## src/rtl/j_intseq.sv

```systemverilog
// Jerry DSP interrupt sequencer: latches six sources, picks the highest-priority one and
// drives an 8-step forced-instruction sequence. Define JINT_EDGE_EN for rising-edge irq capture.
module j_intseq (
    input  logic       clk,
    input  logic       reset,
    input  logic [5:0] irq,
    input  logic [5:0] int_ena,
    input  logic [5:0] int_clr,
    input  logic       imask,
    input  logic [2:0] count,
    input  logic       ins_ack,
    output logic       cnten,
    output logic       force_req,
    output logic [2:0] int_vec,
    output logic [5:0] int_lat,
    output logic       int_ack,
    output logic       imask_set,
    output logic       seq_err
);

    localparam logic [1:0] IDLE   = 2'd0;
    localparam logic [1:0] INJECT = 2'd1;
    localparam logic [1:0] DONE   = 2'd2;

    logic [1:0] state;
    logic [1:0] state_next;
    logic [5:0] qual;
    logic [5:0] pending;
    logic [5:0] win_mask;
    logic [5:0] clr_bits;
    logic [2:0] winner;
    logic       req;
    logic       start;
    logic       last_step;

`ifdef JINT_EDGE_EN
    logic [5:0] irq_q;

    always_ff @(posedge clk or posedge reset) begin
        if (reset) begin
            irq_q <= '0;
        end else begin
            irq_q <= irq;
        end
    end

    assign qual = irq & ~irq_q;
`else
    assign qual = irq;
`endif

    assign pending = int_lat & int_ena;
    assign req     = (|pending) & ~imask;

    // Later iterations overwrite earlier ones, so the highest pending bit wins.
    always_comb begin
        winner   = '0;
        win_mask = '0;
        for (int i = 0; i < 6; i++) begin
            if (pending[i]) begin
                winner   = 3'(i);
                win_mask = 6'(1 << i);
            end
        end
    end

    assign start     = (state == IDLE) & req;
    assign last_step = (state == INJECT) & ins_ack & (count == 3'd7);
    assign force_req = (state == INJECT);
    assign cnten     = force_req & ins_ack;
    assign clr_bits  = int_clr | (start ? win_mask : 6'b0);

    always_comb begin
        state_next = state;
        case (state)
            IDLE:    if (start) state_next = INJECT;
            INJECT:  if (last_step) state_next = DONE;
            DONE:    state_next = IDLE;
            default: state_next = IDLE;
        endcase
    end

    // New sets override both explicit clears and the capture clear.
    always_ff @(posedge clk or posedge reset) begin
        if (reset) begin
            state     <= IDLE;
            int_lat   <= '0;
            int_vec   <= '0;
            int_ack   <= 1'b0;
            imask_set <= 1'b0;
            seq_err   <= 1'b0;
        end else begin
            state     <= state_next;
            int_lat   <= (int_lat & ~clr_bits) | (qual & int_ena);
            int_ack   <= last_step;
            imask_set <= last_step;
            if (start) begin
                int_vec <= winner;
                if (count != 3'd0) begin
                    seq_err <= 1'b1;
                end
            end
        end
    end

endmodule

```

## config.mk

```make
export PLATFORM = sky130hd
export DESIGN_NAME = j_intseq
export DESIGN_NICKNAME = d
export VERILOG_FILES = /design/src/rtl/j_intseq.sv
export SDC_FILE = /design/constraint.sdc
export NUM_CORES = 1
export LEC_CHECK = 0
export ABC_AREA = 1
export ABC_CLOCK_PERIOD_IN_PS = 2100
export CAP_MARGIN = 20
export CORE_MARGIN = 2
export CORE_UTILIZATION = 41
export DETAILED_ROUTE_END_ITERATION = 10
export PLACE_DENSITY = 0.95
export SLEW_MARGIN = 20
export SYNTH_ARGS = -nofsm -noshare
export SYNTH_HDL_FRONTEND = slang
export SYNTH_SLANG_ARGS = --single-unit
```

## constraint.sdc

```tcl
create_clock -name clk -period 2.1 [get_ports clk]
set_clock_uncertainty 0.05 [all_clocks]
set_input_delay 0.315 -clock clk [delete_from_list [all_inputs] [get_ports clk]]
set_output_delay 0.315 -clock clk [all_outputs]
set_load 0.01 [all_outputs]
```

==> key figures <==
Global route
  – Largest net degree at the start of global routing: 14
  – Met1 usage: 0.191
  – Vias in the first global route: 687
  – Total congestion overflow: 0
  – First-pass GRT wire length: 2740 um
  – GRT Resource Usage Total: 0.179
  – Met3 Track Usage GR: 0.0510
  – M2 GR Usage: 0.333
  – Busiest grt layer: met2
  – Initial antenna violation count: 0

STA
  – F_max: 0.531 GHz
  – Slew HR: 0.676
  – Final setup violation count: 0
  – Tightest Pin Transition: 0.485 ns
  – Final period util: 0.897
  – Setup TNS: 0 ns
  – RSZ-0062 raised after global routing: false
  – Minimum clock period after layout: 1.88 ns
  – Hold WS: 0.313 ns
  – Final Hold Vio Count: 0
  – Slew Limit Fails: 0

Floorplan
  – Die Width: 46.1 um
  – Die Y: 46.1 um
  – Top-Level Pins: 39
  – Die area: 2130 um2
  – Row cnt: 15
  – Core Region: 1690 um2
  – Initial core utilization: 0.430

Layout
  – Storage cell area: 325 um2
  – Finished Layout Cells: 151
  – Combined area of the multi-input logic cells: 349 um2
  – # fillers: 140
  – Area grow syn2layout: 57.8%
  – Share of cells above drive strength 1: 0.104
  – Ant diodes: 0
  – Nets@finish: 160

Synth
  – Count of different cell masters after synthesis: 19
  – #FFs+latches synth: 13
  – Synthesized area: 727 um2
  – Syn. warnings: 0
  – Post-synth net total: 118
  – Sequential element share of the synthesized area: 0.448
  – Syn_area_per_cell: 7.82 um2
  – Yosys top cell by area: dfrtp_1
  – Share of the synthesized area in the top cell type: 0.448
  – Cells after synthesis: 93
  – Area contributors post-synth: dfrtp_1 45%, nand2_1 13%, inv_1 5.7%

Placed design
  – PortBufs: 38
  – DP HPWL: 1440 um
  – Post-Place Cells: 147
  – Gpl congestion: 0.705

Detailed routing
  – Wire per inst: 11.6 um
  – Routed vias: 760
  – Drt drc: 0
  – TritonRoute pass-1 iters: 4
  – Final ANT Viol Nets: 0
  – Vias per cell: 5.03
  – DR iter-0 viols: 12
  – WL final: 1750 um

Power
  – Power Density: 746 nW/um2
  – Max VDD drop: 0.548 mV
  – Post-layout power: 0.000856 W
  – Leakage: 0.538 nW

Clock tree
  – Postcts setup bufs: 0
  – Skew-Pair Late Insertion Delay: 0.28 ns
  – Hold_buf cts: 0
  – CTS max path bufs: 2
  – CTS resizes: 0
  – Sink Count: 13
  – CTS HTree Levels: 1
  – CTS clk-pin slew, worst paths: 0.08 ns
  – TritonCTS Buffers: 3
  – TritonCTS clock tree: done
  – CTS root buf: clkbuf_4

Flow run
  – Max Cap Viol: 0

Worst setup path
  – Worst R2R End: int_lat[4]
  – CP required: 1.74 ns
  – CP max FO: 4
  – Worst setup path endpoint: cnten
  – CP Launch Point: ins_ack
  – Reg2reg start: state[1]
  – Critical Path Sink Type: output port
  – Worst R2R Path Depth: 4
  – Critical path class: in2out
  – R2R setup slack: 0.93 ns
  – CP startpoint kind: input pin
  – Worst path arrival time: 1.52 ns

Outcome
  – Status: completed

Worst hold path
  – Hold crit path type: in2async
[per-layer routing]
| layer | up-vias | routed length [um] |
|---|---|---|
| met2 | 26 | 936 |
| met5 | - | 0 |
| met4 | 0 | 14 |
| met3 | 2 | 114 |
| met1 | 348 | 679 |
| li1 | 384 | - |
[where the power goes]
group	switching (W)	total (W)	internal, W
Sequential	0.0000361	0.000336	0.000300
Combinational	0.000176	0.000365	0.000189
Clock	0.0000813	0.000155	0.0000738
Total	0.000293	0.000856	0.000563
[worst min path at each step]
stage            start          to  slack, ns  cells after the start
2_1_floorplan    reset   imask_set       0.14                      1
5_1_grt          reset     seq_err       0.36                      2
4_1_cts          reset  int_lat[1]       0.33                      2
6_report         reset    state[0]       0.31                      2
3_3_place_gp   seq_err     seq_err       0.40                      1
3_5_place_dp   seq_err     seq_err       0.43                      1
[synth_stat cells, drive strengths merged]
cell type  instances
buf                1
nor4               2
nand4              5
nor2              11
o21bai             1
nor3               2
a21oi              1
nand3b             2
o21ai              4
nand3              7
inv               12
nand2             32
dfrtp             13
[worst max-delay path, cell delays in order]
cell	delay, ns
clkdlybuf4s50_1	0.45
inv_1	0.07
nor3_1	0.13
clkdlybuf4s50_1	0.56
[logic make-up after synthesis]
family | synth area share
and+or+nand+nor | 0.430
DFF | 0.448
buffers and inverters | 0.0723
AOI/OAI and AO/OA | 0.0499
[state kept, by name, indices dropped and copies added, names as in the netlist]
name	cells
state	2
seq_err	1
imask_set	1
int_lat	6
int_vec	3
[cells in the final DEF (no fill, tap or decap), types with 2 or more instances in the layout]
cell / instances
nand2_2: 5
nand4_1: 5
nor4_1: 2
o21ai_1: 3
nand2_1: 26
dfrtp_1: 13
nor2_1: 9
nand3b_1: 2
nor3_1: 2
inv_1: 11
clkbuf_4: 3
nand3_1: 6
nor2_4: 2
clkdlybuf4s50_1: 38
[stage by stage]
step | utilization | cell area [um2] | setup slack [ns]
final | 0.679 | 1150 | 0.217
after global routing | 0.679 | 1150 | 0.114
after CTS | 0.679 | 1150 | 0.209
after detailed placement | 0.664 | 1120 | 0.210
after global placement | 0.664 | 1120 | 0.229
after floorplan | - | 727 | 0.984
[layout make-up]
type | count | area share
multi-input cells | 67 | 0.304
well taps | 17 | 0.0185
flip-flops and latches | 13 | 0.284
clock buffers | 4 | 0.0229
inverters | 12 | 0.0393
repair buffers | 38 | 0.332
Power figures use the tool's default switching activity.
